--- config.mk ---
export PLATFORM = sky130hd
export DESIGN_NAME = seg7_scan_driver
export DESIGN_NICKNAME = d
export VERILOG_FILES = /design/src/rtl/seg7_scan_driver.sv
export SDC_FILE = /design/constraint.sdc
export NUM_CORES = 1
export LEC_CHECK = 0
export BUFFER_PORTS_ARGS = -buffer_cell sky130_fd_sc_hd__clkbuf_2
export CORE_MARGIN = 8
export CORE_UTILIZATION = 35
export CTS_CLUSTER_DIAMETER = 50
export CTS_CLUSTER_SIZE = 30
export DETAILED_ROUTE_END_ITERATION = 10
export GPL_TIMING_DRIVEN = 1
export PLACE_DENSITY = 0.56
export SLEW_MARGIN = 5
export SYNTH_ARGS = -nofsm -noshare
export SYNTH_HDL_FRONTEND = slang
export SYNTH_SLANG_ARGS = --single-unit
--- constraint.sdc ---
create_clock -name clk_27Mhz -period 2.1 [get_ports clk_27Mhz]
set_input_delay 0.42 -clock clk_27Mhz [delete_from_list [all_inputs] [get_ports clk_27Mhz]]
set_output_delay 0.42 -clock clk_27Mhz [all_outputs]
set_load 0.01 [all_outputs]
--- src/rtl/seg7_scan_driver.sv ---
// Scan-indexed 4-digit seven-segment driver with per-frame snapshot and blanking gap.
// Optional leading-zero suppression when LZ_SUPPRESS_EN is defined.
module seg7_scan_driver #(
  parameter int BLANK_CYCLES = 64,
  parameter int CNT_W        = 8
) (
  input  logic        clk_27Mhz,
  input  logic        reset,
  input  logic [1:0]  digit_sel,
  input  logic [15:0] digits,
  input  logic [3:0]  dp_in,
  input  logic [3:0]  blink_mask,
  input  logic        blink_on,
  output logic [3:0]  an,
  output logic [6:0]  seg,
  output logic        dp,
  output logic        frame_start
);

  typedef enum logic {BLANK, SHOW} state_t;

  state_t           state_q, state_d;
  logic [CNT_W-1:0] cnt_q, cnt_d;
  logic [1:0]       sel_q, idx_q, idx_d;
  logic [15:0]      sdig_q, sdig_d;
  logic [3:0]       sdp_q, sdp_d;
  logic [3:0]       sbl_q, sbl_d;
  logic [3:0]       an_q, an_d;
  logic [6:0]       seg_q, seg_d;
  logic             dp_q, dp_d;
  logic             fs_q, fs_d;

  logic       change;
  logic [3:0] nib;
  logic       dark;
  logic [3:0] lz;

  function automatic logic [6:0] glyph(input logic [3:0] n);
    logic [6:0] g;
    case (n)
      4'h0: g = 7'h40;
      4'h1: g = 7'h79;
      4'h2: g = 7'h24;
      4'h3: g = 7'h30;
      4'h4: g = 7'h19;
      4'h5: g = 7'h12;
      4'h6: g = 7'h02;
      4'h7: g = 7'h78;
      4'h8: g = 7'h00;
      4'h9: g = 7'h10;
      4'hA: g = 7'h08;
      4'hB: g = 7'h03;
      4'hC: g = 7'h46;
      4'hD: g = 7'h21;
      4'hE: g = 7'h06;
      default: g = 7'h0E;
    endcase
    return g;
  endfunction

`ifdef LZ_SUPPRESS_EN
  // Dark while this and every higher nibble is zero and no dp requested.
  always_comb begin
    lz[3] = (sdig_q[15:12] == 4'h0) && !sdp_q[3];
    lz[2] = (sdig_q[15:8] == 8'h00) && !sdp_q[2];
    lz[1] = (sdig_q[15:4] == 12'h000) && !sdp_q[1];
    lz[0] = 1'b0;
  end
`else
  assign lz = 4'b0000;
`endif

  assign change = (digit_sel != sel_q);
  assign nib    = sdig_q[{idx_q, 2'b00} +: 4];
  assign dark   = (blink_on && sbl_q[idx_q]) || lz[idx_q];

  always_comb begin
    state_d = state_q;
    cnt_d   = cnt_q;
    idx_d   = idx_q;
    sdig_d  = sdig_q;
    sdp_d   = sdp_q;
    sbl_d   = sbl_q;
    an_d    = 4'b1111;
    seg_d   = 7'h7F;
    dp_d    = 1'b1;
    fs_d    = 1'b0;
    if (change) begin
      state_d = BLANK;
      cnt_d   = CNT_W'(BLANK_CYCLES);
      idx_d   = digit_sel;
      if (digit_sel == 2'd3) begin
        sdig_d = digits;
        sdp_d  = dp_in;
        sbl_d  = blink_mask;
        fs_d   = 1'b1;
      end
    end else begin
      if (state_q == BLANK && cnt_q != '0) begin
        cnt_d = cnt_q - CNT_W'(1);
      end else begin
        state_d = SHOW;
        if (!dark) begin
          an_d  = ~(4'b0001 << idx_q);
          seg_d = glyph(nib);
          dp_d  = ~sdp_q[idx_q];
        end
      end
    end
  end

  always_ff @(posedge clk_27Mhz) begin
    if (reset) begin
      state_q <= BLANK;
      cnt_q   <= CNT_W'(BLANK_CYCLES);
      sel_q   <= 2'd0;
      idx_q   <= 2'd0;
      sdig_q  <= 16'h0000;
      sdp_q   <= 4'h0;
      sbl_q   <= 4'h0;
      an_q    <= 4'b1111;
      seg_q   <= 7'h7F;
      dp_q    <= 1'b1;
      fs_q    <= 1'b0;
    end else begin
      state_q <= state_d;
      cnt_q   <= cnt_d;
      sel_q   <= digit_sel;
      idx_q   <= idx_d;
      sdig_q  <= sdig_d;
      sdp_q   <= sdp_d;
      sbl_q   <= sbl_d;
      an_q    <= an_d;
      seg_q   <= seg_d;
      dp_q    <= dp_d;
      fs_q    <= fs_d;
    end
  end

  assign an          = an_q;
  assign seg         = seg_q;
  assign dp          = dp_q;
  assign frame_start = fs_q;

endmodule

Yosys cells after proc, flatten, opt, wreduce, memory -nomap -nowiden
Memory sizes are Yosys's and may differ from the RTL's. A register that Yosys moved wholly into a read port is not among the register bits.
Cells that the tools add are included.

word-level totals
  input port bits = 29
  memory bits (read-only) = 112
  register bits = 43
  logic and storage cells = 36
  memories kept = 1
  output and inout bits = 13

operators by class
  reduce and logical (&&, ||, !) cells = 8
  add/subtract/negate cells = 1
  bitwise operators = 4
  shift-type cells = 2
  multiplexer cells = 7
  equality and inequality tests = 2
  magnitude comparators = 1

memories
  memory            depth  bits a word  read ports  clocked after Yosys merged registers in  wr ports  line  RTL
  (name not given)  16     7            1           1                                        0         40    case (n)

operator list
  cell                                                        number
  indexed part select 16 x 5 -> 4 bit                         1
  nonzero test 8 bit                                          1
  subtractor 8 x 1 -> 8 bit, second input constant            1
  binary-select mux 1 bit (select 2 bit)                      3
  2-to-1 mux 1 bit                                            4
  inverter 4 bit                                              1
  OR reduction 2 bit                                          2
  OR reduction 4 bit                                          1
  << shifter 1 x 2 -> 4 bit, first input constant             1
  less-than comparator 2 x 3 -> 1 bit, second input constant  1
  inverter 1 bit                                              3
  equality test 2 bit, second input constant                  1
  logical AND 1 bit                                           2
  inequality test 2 bit                                       1
  AND reduction 2 bit                                         1
  logical OR 1 bit                                            1

Depth between registers and ports, before layout
  depth after elaboration = 5
  mapped depth = 9
  mapped depth without buffers = 7

Worst setup path after synthesis
Ideal clock, no wire load.

  path type = register to register
  from = reg idx_q[0]
  to = reg seg_q[0], in the netlist seg[0]
  data arrival time = 2.056 ns
  buffers on the path = 2
  data required time = 2.042 ns
  cell stages (with the launch flop) = 10
  path slack = -0.014 ns
  period minus slack after synthesis = 2.114 ns
  library setup time = 0.058 ns
  path through = dfxtp_1 buf_2 buf_2 mux4_2 inv_1 ha_1 mux2i_1 a211oi_1 o22ai_1 nand2_1

on the way
  cells in the longest elaborated chain, start to end = 5
  elaborated cells between the ends (all ways) = 8
  classes of those cells = shift: 1; mux: 4; reduce/logical: 3

RTL lines
  item                                    line  RTL
  start: declaration                      24    logic [1:0] sel_q, idx_q, idx_d;
  start signal: assignment                129   idx_q <= idx_d;
  binary-select mux 1 bit (select 2 bit)  75    assign dark = (blink_on && sbl_q[idx_q]) || lz[idx_q];
  2-to-1 mux 1 bit (implied by the code)  75
  logical AND 1 bit                       75
  logical OR 1 bit                        75
  OR reduction 4 bit (no line)            --
  end: declaration                        29    logic [6:0] seg_q, seg_d;

Parallel ways exist; a longest one is shown, timed or not. The select of a mux whose other input is x is not followed.
A chain may end at the register's enable or synchronous reset.

Worst setup path after layout
Same ends and word-level chain as after synthesis.

==> metrics.md <==
| Metric | Value |
|---|---|
| Final Cycle Share | 89.6% |
| WS Path Type | register to register |
| P_int | 1.50 mW |
| Residual DRC | 0 |
| Core area | 6200 sq um |
| Root buf cell | clkbuf_8 |
| CTS max path bufs | 2 |
| Pin count of the biggest net entering global routing | 29 |
| Clock Latency Late Sink | 0.30 ns |
| Chip Width | 95.3 microns |
| Leakage | 1.07 nW |
| Reg2reg path depth | 7 |
| Reg2Reg Capture Point | seg[0] |
| Status | complete, no violations |
| YS warnings | 0 |
| Maximum fanout along the worst path | 5 |
| Mean area per synthesized cell | 9.01 sq um |
| Filler cell count | 649 |
| Final setup fails | 0 |
| EDFF count, synth | 0 |
| Final nets | 325 |
| Mapped Cells | 244 |
| Crit path launch | idx_q[0] |
| Clock power frac | 33.1% |
| Post-synthesis sequential area ratio | 45.5% |
| FF+latch count, synth | 50 |
| Slowest CP cell | mux4_2 |
| ANT cells | 0 |
| Vias in the first global route | 1761 |
| Fraction of layout cells with a size suffix above 1 | 25.3% |
| Ys async rst share | 0% |
| Least-Margin Pin Slew | 0.561 ns |
| Slew HR | 62.6% |
| Worst hold path class | input pin to register |
| Total negative setup slack | 0 ns |
| Data required, critical path | 2.34 ns |
| CP max stage delay | 0.57 ns |
| Highest Clock Rate | 0.531 GHz |
| Largest cells by area after synthesis | dfxtp_1 (46%), nand2_1 (7.7%), a21oi_1 (6.4%) |
| PD cells | 763 nW/um^2 |
| Routed vias/inst | 4.86 |
| CP arrival | 2.12 ns |
| Part of the power in registers | 51.3% |
| Hold Fails Final Rpt | 0 |
| Max-Cap Viols | 0 |
| Global Route Usage Sum | 11.1% |
| Total grt overflow | 0 |
| Most common cell after layout, fill and taps aside | dfxtp_1 |
| First DRT Iteration DRCs | 69 |
| Worst VDD drop | 0.359 mV |
| Starting Density | 35.5% |
| Syn Nets | 281 |
| CTS sink count | 50 |
| Library cells used by synthesis | 37 |
| RD Place Congestion | 0.827 |
| First-pass GRT wire length | 8090 microns |
| Most frequent cells in the layout | dfxtp_1 (49), nand2_1 (45), clkbuf_2 (41) |
| Top FF cell, synth | dfxtp_1 |
| Post-synth top area share | 45.5% |
| Initial antenna violation count | 0 |
| RSZ-0062 raised after global routing | false |
| Area grow syn2layout | 19.6% |
| FP Rows | 29 |
| Reg clk slew, reported paths | 0.09 ns |
| Yosys top cell by area | dfxtp_1 |
| Htree depth | 2 |
| Min Tclk post-route | 1.88 ns |
| I/O Buffers | 41 |
| Die Y | 95.3 microns |
| WL per Instance | 13.1 microns |
| Final Skew | 0.0101 ns |
| Setup crit start kind | register |
| Remaining antenna violation count | 0 |
| Vias | 1779 |
| Launch point of the worst reg-to-reg path | idx_q[0] |
| CTS tree | yes |
| Dpl hpwl | 3620 microns |
| CTS Buf Count | 5 |
| Num ports | 42 |
| CP endpoint kind | register |
| Logic pwr share | 15.6% |
| Critical Path Sink | seg[0] |
| Net Sw Frac | 25.4% |
| Die area | 9080 sq um |
| Fin util | 42.4% |
| Switching pwr | 0.510 mW |
| DRT Pass-1 Iters | 4 |
| R2R Setup Slk | 0.22 ns |
| CTS Hold Bufs | 0 |
| Total Wirelength | 4780 microns |
| Critical-path cell list | mux4_2 -> inv_1 -> ha_1 -> mux2i_1 -> a211oi_1 -> o22ai_1 -> nand2_1 |
| Slew Viols, Final | 0 |
| Post-synthesis cell area | 2200 sq um |
per-layer routing:
metal,vias to the layer above,wire length [microns],GRT usage [%]
met2,48,2060,16.7
met5,-,0,0
met4,0,79,3.90
met1,801,2310,14.8
met3,7,333,3.23
li1,923,-,-
cells by family (layout without fill, tap and decap cells):
kind of cell | Yosys count | count (layout) | share of synthesized area (%)
flip-flops | 50 | 50 | 45.5
adder cells (fa/ha/maj) | 8 | 8 | 4.55
buffers and inverters | 22 | 67 | 4.04
multiplexers | 15 | 15 | 9.95
XOR/XNOR | 8 | 8 | 3.19
AO/OA/AOI/OAI | 50 | 50 | 14.1
AND/OR/NAND/NOR | 91 | 91 | 18.7
final cells by class:
type | count | area (sq um) | share of cell area [%]
Clock buffer | 6 | 72.6 | 2.76
Clock inverter | 2 | 37.5 | 1.43
Inverter | 8 | 30.0 | 1.14
Multi-Input combinational cell | 172 | 1110 | 42.3
Sequential cell | 50 | 1000 | 38.1
Tap cell | 77 | 96.3 | 3.66
Timing Repair Buffer | 51 | 280 | 10.7
worst min path at each step:
stage               startpoint         end  depth (start not counted)
floorplan           sdig_q[14]  sdig_q[14]                          2
global placement     sdig_q[6]   sdig_q[6]                          2
detailed placement  sdig_q[14]  sdig_q[14]                          2
CTS                  digits[9]   sdig_q[9]                          3
global route        digits[10]  sdig_q[10]                          3
finish               digits[8]   sdig_q[8]                          3
through the flow:
stage          instance area [sq um]  hold slack, ns  worst slack, ns  power [mW]  instances
3_5_place_dp                    2520           0.452            0.110        1.36        358
4_1_cts                         2630           0.322           0.0875        2.03        366
5_1_grt                         2630           0.323           0.0884        2.12        366
6_report                        2630           0.329            0.218        2.01        366
2_1_floorplan                   2200           0.433           0.0357        1.27        244
3_3_place_gp                    2520           0.449            0.203        1.36        358
sequential cells by signal, indices dropped and copies added (netlist names):
name         flops
sdp_q            4
an               4
sbl_q            4
seg              7
frame_start      1
dp               1
sdig_q          16
cnt_q            8
sel_q            2
state_q          1
idx_q            2
power groups by stage:
stage	registers, mW	logic [mW]	clock network [mW]
floorplan	1.04	0.231	0
global placement	1.05	0.307	0
detailed placement	1.05	0.313	0
CTS	1.03	0.315	0.688
global route	1.04	0.355	0.733
finish	1.03	0.313	0.664
cell usage after synthesis (all sizes together), types with 3 or more instances:
master  instances
xnor2           3
nand3           6
a211oi          4
ha              8
nand2b          8
inv             8
mux4            5
mux2            5
nor2           20
mux2i           5
xor2            5
clkbuf          9
nand2          45
dfxtp          50
buf             5
o21ai           7
a21oi          28
worst max-delay path: cells and delay by family (launching register included):
kind                       cells  cell delay (ns)
DFF                            1             0.38
and+or+nand+nor                1             0.07
AOI/OAI and AO/OA              2             0.36
muxes                          2             0.65
adders and majority gates      1             0.20
buffers and inverters          1             0.17
what timing repair did:
action                     CTS  global route
setup buffers                0             0
setup endpoints to repair    0             3
resized for setup            0             2
No activity file was read; power rests on OpenSTA's default activity.
